==> config.mk <==
export PLATFORM = sky130hd
export DESIGN_NAME = adder_arbiter
export DESIGN_NICKNAME = d
export VERILOG_FILES = /design/src/rtl/adder_arb_pkg.sv /design/src/rtl/seg_hex_decoder.sv /design/src/rtl/adder_arbiter.sv
export SDC_FILE = /design/constraint.sdc
export NUM_CORES = 1
export LEC_CHECK = 0
export ABC_AREA = 0
export CORE_MARGIN = 5
export CORE_UTILIZATION = 41
export CTS_CLUSTER_DIAMETER = 150
export CTS_CLUSTER_SIZE = 12
export DETAILED_ROUTE_END_ITERATION = 8
export HOLD_SLACK_MARGIN = 0.12
export PLACE_DENSITY_LB_ADDON = 0.3
export SETUP_SLACK_MARGIN = 0.02
export SYNTH_ARGS = -nofsm -noshare
export SYNTH_HDL_FRONTEND = slang
export SYNTH_SLANG_ARGS = --single-unit
==> constraint.sdc <==
create_clock -name clk -period 3 [get_ports clk]
set_clock_uncertainty 0.15 [all_clocks]
set_input_delay 0.9 -clock clk [delete_from_list [all_inputs] [get_ports clk]]
set_output_delay 0.9 -clock clk [all_outputs]
set_load 0.02 [all_outputs]
==> src/rtl/adder_arb_pkg.sv <==
// Shared types and constants for adder_arbiter: FSM state encoding and the
// active-high gfedcba seven-segment table used when ADDER_ARB_SEG_EN is defined.
package adder_arb_pkg;

    typedef enum logic [1:0] {
        IDLE = 2'd0,
        CALC = 2'd1,
        RESP = 2'd2
    } state_t;

    localparam int unsigned SEG_BITS = 7;

    localparam logic [SEG_BITS-1:0] SEG_BLANK = '0;

    localparam logic [SEG_BITS-1:0] SEG_TABLE [16] = '{
        7'h3F, 7'h06, 7'h5B, 7'h4F, 7'h66, 7'h6D, 7'h7D, 7'h07,
        7'h7F, 7'h6F, 7'h77, 7'h7C, 7'h39, 7'h5E, 7'h79, 7'h71
    };

    function automatic logic [SEG_BITS-1:0] seg_lookup(input logic [3:0] hex);
        return SEG_TABLE[hex];
    endfunction

endpackage

==> src/rtl/seg_hex_decoder.sv <==
// Combinational hex-to-seven-segment lookup; only instantiated by adder_arbiter
// when ADDER_ARB_SEG_EN is defined.
module seg_hex_decoder
    import adder_arb_pkg::*;
#(
    parameter int unsigned SEG_WIDTH = 7
) (
    input  logic [3:0]           hex,
    output logic [SEG_WIDTH-1:0] seg
);

    always_comb begin
        seg = SEG_WIDTH'(seg_lookup(hex));
    end

endmodule

==> src/rtl/adder_arbiter.sv <==
// Round-robin arbiter sharing one adder between NUM_REQ requesters (IDLE/CALC/RESP).
// Define ADDER_ARB_SEG_EN to drive rsp_seg from the seven-segment decoder; otherwise rsp_seg is 0.
module adder_arbiter
    import adder_arb_pkg::*;
#(
    parameter int unsigned DATA_WIDTH = 3,
    parameter int unsigned NUM_REQ    = 4,
    parameter int unsigned SEG_WIDTH  = 7
) (
    input  logic                          clk,
    input  logic                          rst,
    input  logic [NUM_REQ-1:0]            req_valid,
    output logic [NUM_REQ-1:0]            req_ready,
    input  logic [NUM_REQ*DATA_WIDTH-1:0] req_a,
    input  logic [NUM_REQ*DATA_WIDTH-1:0] req_b,
    output logic                          rsp_valid,
    input  logic                          rsp_ready,
    output logic [$clog2(NUM_REQ)-1:0]    rsp_id,
    output logic [DATA_WIDTH-1:0]         rsp_sum,
    output logic                          rsp_carry,
    output logic [SEG_WIDTH-1:0]          rsp_seg,
    output logic                          busy
);

    localparam int unsigned ID_W = $clog2(NUM_REQ);

    state_t                state;
    logic [ID_W-1:0]       rr_ptr;
    logic [DATA_WIDTH-1:0] op_a;
    logic [DATA_WIDTH-1:0] op_b;
    logic [ID_W-1:0]       op_id;

    logic                  found;
    logic [ID_W-1:0]       grant_idx;
    logic [ID_W-1:0]       cand;
    logic [DATA_WIDTH:0]   sum_full;
    logic [SEG_WIDTH-1:0]  seg_next;
    logic [ID_W-1:0]       next_ptr;

    // First valid requester at or after rr_ptr, wrapping modulo NUM_REQ.
    always_comb begin
        found     = 1'b0;
        grant_idx = '0;
        cand      = '0;
        for (int unsigned k = 0; k < NUM_REQ; k++) begin
            cand = ID_W'((32'(rr_ptr) + k) % NUM_REQ);
            if (!found && req_valid[cand]) begin
                found     = 1'b1;
                grant_idx = cand;
            end
        end
    end

    always_comb begin
        req_ready = '0;
        if (!rst && state == IDLE && found)
            req_ready[grant_idx] = 1'b1;
    end

    assign sum_full = {1'b0, op_a} + {1'b0, op_b};
    assign next_ptr = (rsp_id == ID_W'(NUM_REQ - 1)) ? '0 : rsp_id + ID_W'(1);

`ifdef ADDER_ARB_SEG_EN
    logic [3:0] hex_in;
    assign hex_in = 4'(sum_full[DATA_WIDTH-1:0]);

    seg_hex_decoder #(
        .SEG_WIDTH (SEG_WIDTH)
    ) u_seg (
        .hex (hex_in),
        .seg (seg_next)
    );
`else
    assign seg_next = '0;
`endif

    always_ff @(posedge clk or posedge rst) begin
        if (rst) begin
            state     <= IDLE;
            rr_ptr    <= '0;
            op_a      <= '0;
            op_b      <= '0;
            op_id     <= '0;
            rsp_valid <= 1'b0;
            rsp_sum   <= '0;
            rsp_carry <= 1'b0;
            rsp_id    <= '0;
            rsp_seg   <= '0;
            busy      <= 1'b0;
        end else begin
            case (state)
                IDLE: begin
                    if (found) begin
                        op_a  <= req_a[grant_idx*DATA_WIDTH +: DATA_WIDTH];
                        op_b  <= req_b[grant_idx*DATA_WIDTH +: DATA_WIDTH];
                        op_id <= grant_idx;
                        busy  <= 1'b1;
                        state <= CALC;
                    end
                end
                CALC: begin
                    rsp_sum   <= sum_full[DATA_WIDTH-1:0];
                    rsp_carry <= sum_full[DATA_WIDTH];
                    rsp_id    <= op_id;
                    rsp_seg   <= seg_next;
                    rsp_valid <= 1'b1;
                    state     <= RESP;
                end
                RESP: begin
                    if (rsp_ready) begin
                        rsp_valid <= 1'b0;
                        busy      <= 1'b0;
                        rr_ptr    <= next_ptr;
                        state     <= IDLE;
                    end
                end
                default: state <= IDLE;
            endcase
        end
    end

endmodule

Yosys cells after proc, flatten, opt, wreduce, memory -nomap -nowiden. Index checks and enable logic that the tools add are counted.

Register bits after elaboration: 20. Input port bits: 31. Output and inout bits: 19. Logic and storage cells: 74.

Add/subtract/negate cells: 5. $mul: 1. Magnitude comparators: 6. Equality and inequality tests: 5. Shift operators: 2. Multiplexer cells: 27. Reduce and logical (&&, ||, !) cells: 18.

Operators with widths (count): $shiftx A12 B5 Y3 (2); $lt A2 B3 Y1 const B (5); $mux W2 (7); $mux W1 (11); $bmux W1 S2 (4); $reduce_and A2 Y1 (4); $logic_and A1 B1 Y1 (6); $pmux W2 S3 (1); $add A2 B1 Y2 const B (2); $add A2 B2 Y2 const B (2); $add A3 B3 Y4 (1); $eq A2 B2 Y1 const B (2); $logic_not A1 Y1 (4); $mul A2 B2 Y4 const B (1); $mux W4 (1); $ne A2 B2 Y1 const B (2); $pmux W1 S2 (2); $reduce_bool A2 Y1 (2); $reduce_and A3 Y1 (1); $demux W1 S2 (1); $eq A2 B1 Y1 const B (1); $ge A2 B1 Y1 const B (1); $logic_not A2 Y1 (1).

Longest topological paths before layout.
Word-level depth: 17. Depth in mapped cells: 7. Mapped depth without buffers: 5.

Worst setup path after synthesis. No wires, ideal clock.

Path kind: input-to-output. Start point: in req_valid[1]. End point: out req_ready[3]. Arrival time: 2.308 ns. Data required time: 1.950 ns. Slack: -0.358 ns. Cell stages on the path: 7. Buffers on the path: 2. Cells stage by stage: nand2b_1 -> a21oi_1 -> o32a_1 -> buf_2 -> buf_6 -> inv_1 -> nor4_1.

Longest elaborated chain between the ends: 17. Elaborated cells on any way between the ends: 29. Those cells by class: order compare (2); mux (19); reduce/logical (8).

RTL lines: start, declared (RTL line adder_arbiter.sv:12) `input logic [NUM_REQ-1:0] req_valid,`; $bmux W1 S2 (RTL line adder_arbiter.sv:47) `if (!found && req_valid[cand]) begin`; $mux W1 (implied by the code) (RTL line adder_arbiter.sv:47); $mux W1 (RTL line adder_arbiter.sv:47); $logic_not A1 Y1 (RTL line adder_arbiter.sv:47); $logic_and A1 B1 Y1 (RTL line adder_arbiter.sv:47); $mux W1 (RTL line adder_arbiter.sv:47); $logic_not A1 Y1 (RTL line adder_arbiter.sv:47); $logic_and A1 B1 Y1 (RTL line adder_arbiter.sv:47); $mux W1 (RTL line adder_arbiter.sv:47); $logic_not A1 Y1 (RTL line adder_arbiter.sv:47); $logic_and A1 B1 Y1 (RTL line adder_arbiter.sv:47); $mux W2 (RTL line adder_arbiter.sv:47); $lt A2 B3 Y1 (implied by the code) / $ge A2 B1 Y1 (equally long branches) (RTL line adder_arbiter.sv:57) `req_ready[grant_idx] = 1'b1;`; $logic_and A1 B1 Y1 (implied by the code) (RTL line adder_arbiter.sv:57); $mux W1 (implied by the code) (RTL line adder_arbiter.sv:57); $demux W1 S2 (RTL line adder_arbiter.sv:57); $mux W4 (*) (RTL line adder_arbiter.sv:56) `if (!rst && state == IDLE && found)`; end, declared (RTL line adder_arbiter.sv:13) `output logic [NUM_REQ-1:0] req_ready,`.

Every way passes the cells marked *; elsewhere a longest branch is shown, timed or not. The select of a mux whose other input is x is not followed.

Final worst setup path.
Start point: in req_valid[0]. End point: out req_ready[3].

The elaborated chain is that of the path after synthesis.

==> out/metrics.sh <==
MAPPEDNETLISTAREA_SQ_MM=0.00115
SYNTHESIS.AREA_PER_INSTANCE_SQ_UM=10.3
START_UTIL_PCT=42.1
ORIGIN_OF_THE_WORST_SETUP_PATH='req_valid[0]'
NETLIST-CELL-TYPE-COUNT=29
PWR_DENSITY_CELL_mW_PER_MM2=879
FINALCRITICALPERIOD_NS=3.00
POST-SYNTH-TOP-AREA-FRACTION_PCT=43.5
CTS_BUFFER_DEPTH=2
RSZ0062_AT_GRT='true'
ROUTABILITYCONGESTION=0.799
IOS=50
DIE-AREA_SQ_MM=0.00397
MIN_PATH_TYPE='flop to flop'
TRITONCTS='yes'
REGTOREGSTARTPOINT='state[1]$_DFFE_PP0P_'
SYNTH_ENABLE_FLOP_CELLS=0
CLOCK-SINKS=20
PERIOD_SHARE_PCT=99.9
NETS=209
GRT_MAX_DEGREE=21
TIMING.CRITICAL_PATH.REQUIRED_NS=1.95
DETAILEDROUTE.FIRSTITERATIONVIOLATIONS=17
SYNTH_AREA_LEADERS='sky130_fd_sc_hd__dfrtp_1, sky130_fd_sc_hd__mux2i_1, sky130_fd_sc_hd__o221ai_1'
PLACEMENTROWS=19
WORST_SETUP_PATH_END_KIND='output pin'
YS_TOP_CELLS_BY_COUNT='sky130_fd_sc_hd__dfrtp_1, sky130_fd_sc_hd__nand2_1, sky130_fd_sc_hd__mux2i_1, sky130_fd_sc_hd__buf_4, sky130_fd_sc_hd__o221ai_1'
N_ANTENNA_CELL=0
HOLD-WORST-SLACK_NS=0.348
SYN_INST=112
GLOBAL_ROUTE.OVERFLOW_TOTAL=0
ANT_NETS=0
CTS_HOLD_BUF=0
CRITPATHMAXFANOUT=5
CAP_VIOLATIONS=0
NFILLCELLS=214
SLEW_VIOL_FINAL=0
SYNTHDOMINANTAREACELLTYPE='sky130_fd_sc_hd__dfrtp_1'
MAX_FREQ_MHz=334
TIMING.FINAL.SETUP_VIOLATIONS=0
AREA_GROWTH_FROM_SYNTHESIS_TO_LAYOUT_PCT=62.9
WORSTHOLDSTART='rsp_sum[2]$_DFFE_PP0P_'
TIMING.CRITICAL_PATH.ARRIVAL_NS=1.95
POST_DRT_WL_PER_CELL_UM=14.3
CTS.REPORTEDPATHS.CLKPINSLEW_NS=0.11
WORST_SETUP_PATH_START_KIND='input pin'
ANTENNA_FOUND_INITIAL=0
YOSYS_WARNINGS=0
POWER_LEAKAGE_nW=0.873
TIMING_WORST_SETUP_PATH_TYPE='input pin to output pin'
DR.PASS1.ITERS=4
CORE_REGION_AREA_SQ_MM=0.00273
PREVAILING_POST_SYNTH_REGISTER_CELL='sky130_fd_sc_hd__dfrtp_1'
ROOT_BUFFER='sky130_fd_sc_hd__clkbuf_4'
WIRE_LENGTH_OF_THE_FIRST_GLOBAL_ROUTING_PASS_UM=4550
CTS-BUFFERS-INSERTED=3
CLKLATENCYLATEPIN_NS=0.29
CTS_MAX_LEVEL=1
FP.DIEH_UM=63.0
YS_ASYNC_SR_FRACTION_PCT=100
AVGVIACOUNTPERCELL=5.07
SYNTH.MOST_COMMON_CELL='sky130_fd_sc_hd__dfrtp_1'
WIRE_LENGTH_AFTER_DETAILED_ROUTING_UM=2890
FINAL_LAYOUT_SIZE_SUFFIX_GT1_SHARE_PCT=29.8
PEAKVDDDROP_uV=700
SETUP-TNS-FINAL_NS=0
DIE_X_UM=63.0
GRT_PASS1_VIAS=1070
RESIDUAL_DRC_COUNT=0
GROUTE.USAGE.OVERALL_PCT=13.8
HOLD_VIOL_FINAL=0
RUN_STATUS='finished clean'
PORT_BUFFERS=42
YS_FF_LATCH=20
YOSYSSEQAREASHARE_PCT=43.5
DP_HPWL_UM=2140
TOTAL_NUMBER_OF_VIAS=1025
-- stage by stage --
stage | area, sq um | power [W] | setup slack, ns | utilization, % | instances
after floorplan | 1210 | 0.00105 | -0.0410 | - | 118
after global placement | 1670 | 0.00132 | -0.865 | 61.0 | 189
after detailed placement | 1670 | 0.00135 | -0.936 | 61.0 | 189
after CTS | 1830 | 0.00162 | 0.00904 | 66.9 | 200
after global routing | 1880 | 0.00177 | -0.0522 | 68.6 | 202
final | 1880 | 0.00165 | 0.00170 | 68.6 | 202
-- cells by family (layout without fill, tap and decap cells) --
family,Yosys count,count (layout),synth area share (%)
compound gates,22,22,13.9
xor+xnor,1,1,0.761
fa+ha+maj,5,5,6.09
buf+inv,17,70,8.59
flops,20,20,43.5
mux,17,17,15.3
other cells,1,7,0.326
simple gates,29,29,11.5
-- path summary, 6_finish.rpt --
check / end / slack [ns] / cells after the start
worst max-delay path: req_ready[3] / 0.002 / 7
worst min-delay path: rsp_sum[2]$_DFFE_PP0P_ / 0.35 / 2
worst max register to register: op_a[0]$_DFFE_PP0P_ / 0.74 / 9
worst min register to register: rsp_sum[2]$_DFFE_PP0P_ / 0.35 / 2
max in group asynchronous: rsp_id[1]$_DFFE_PP0P_ / 1.83 / 3
min in group asynchronous: rsp_sum[1]$_DFFE_PP0P_ / 0.66 / 3
-- sequential cells by signal, indices dropped and copies added, names as in the netlist --
register   flops
op_a           3
rsp_id         2
busy           1
rsp_carry      1
rsp_sum        3
state          2
op_id          2
rsp_valid      1
rr_ptr         2
op_b           3
-- layout make-up --
| cell class | instances | area [sq um] | share of cell area [%] |
|---|---|---|---|
| well taps | 31 | 38.8 | 2.07 |
| repair buffers | 62 | 614 | 32.8 |
| clock buffers | 3 | 22.5 | 1.20 |
| inverters | 5 | 18.8 | 1.00 |
| flip-flops and latches | 20 | 500 | 26.7 |
| multi-input cells | 81 | 681 | 36.3 |
-- cell usage in the layout, fill, tap and decap left out, types with 2 or more instances in the layout --
cell,netlist,routed
sky130_fd_sc_hd__mux2i_1,12,12
sky130_fd_sc_hd__conb_1,1,7
sky130_fd_sc_hd__a21oi_1,4,2
sky130_fd_sc_hd__o21ai_0,5,5
sky130_fd_sc_hd__a21oi_2,0,2
sky130_fd_sc_hd__buf_4,7,15
sky130_fd_sc_hd__mux2_2,5,5
sky130_fd_sc_hd__clkdlybuf4s50_1,0,33
sky130_fd_sc_hd__inv_1,5,4
sky130_fd_sc_hd__buf_6,1,9
sky130_fd_sc_hd__ha_1,4,4
sky130_fd_sc_hd__nand2_1,15,15
sky130_fd_sc_hd__nor2_2,0,2
sky130_fd_sc_hd__nor4_4,0,2
sky130_fd_sc_hd__buf_8,0,2
sky130_fd_sc_hd__dfrtp_1,20,20
sky130_fd_sc_hd__nor2_1,4,2
sky130_fd_sc_hd__nand2b_1,3,2
sky130_fd_sc_hd__clkbuf_4,0,4
sky130_fd_sc_hd__o221ai_1,7,6
-- worst max-delay path: stages --
cell and delay, ns:
sky130_fd_sc_hd__buf_6 0.11, sky130_fd_sc_hd__nor2b_1 0.14, sky130_fd_sc_hd__o21ai_2 0.16, sky130_fd_sc_hd__o221ai_4 0.16
sky130_fd_sc_hd__buf_6 0.16, sky130_fd_sc_hd__nor4_4 0.13, sky130_fd_sc_hd__buf_4 0.18
-- power by group --
part	internal, W	leakage, nW	switching (W)	total [W]
clock network	0.0000467	0.0138	0.0000772	0.000124
registers	0.000401	0.243	0.000103	0.000504
logic	0.000547	0.617	0.000474	0.00102
total	0.000995	0.873	0.000654	0.00165
-- layer usage --
layer	GRT usage, %	wire length [um]	part of all wire, %	vias to the layer above
met5	0	0	0	-
met3	5.22	191	6.6	2
met2	26.2	1610	56	33
met1	14.6	1070	37	489
met4	1.59	19	0.66	0
li1	-	-	-	501
-- timing repair --
| action | in CTS | in global routing |
|---|---|---|
| endpoints found under the setup margin | 4 | 4 |
| pin swaps | 5 | 2 |
| cloned | 0 | 0 |
| gates resized for setup | 56 | 10 |
| setup buffers | 8 | 2 |
Note: power is estimated with default switching activity, not from simulation.
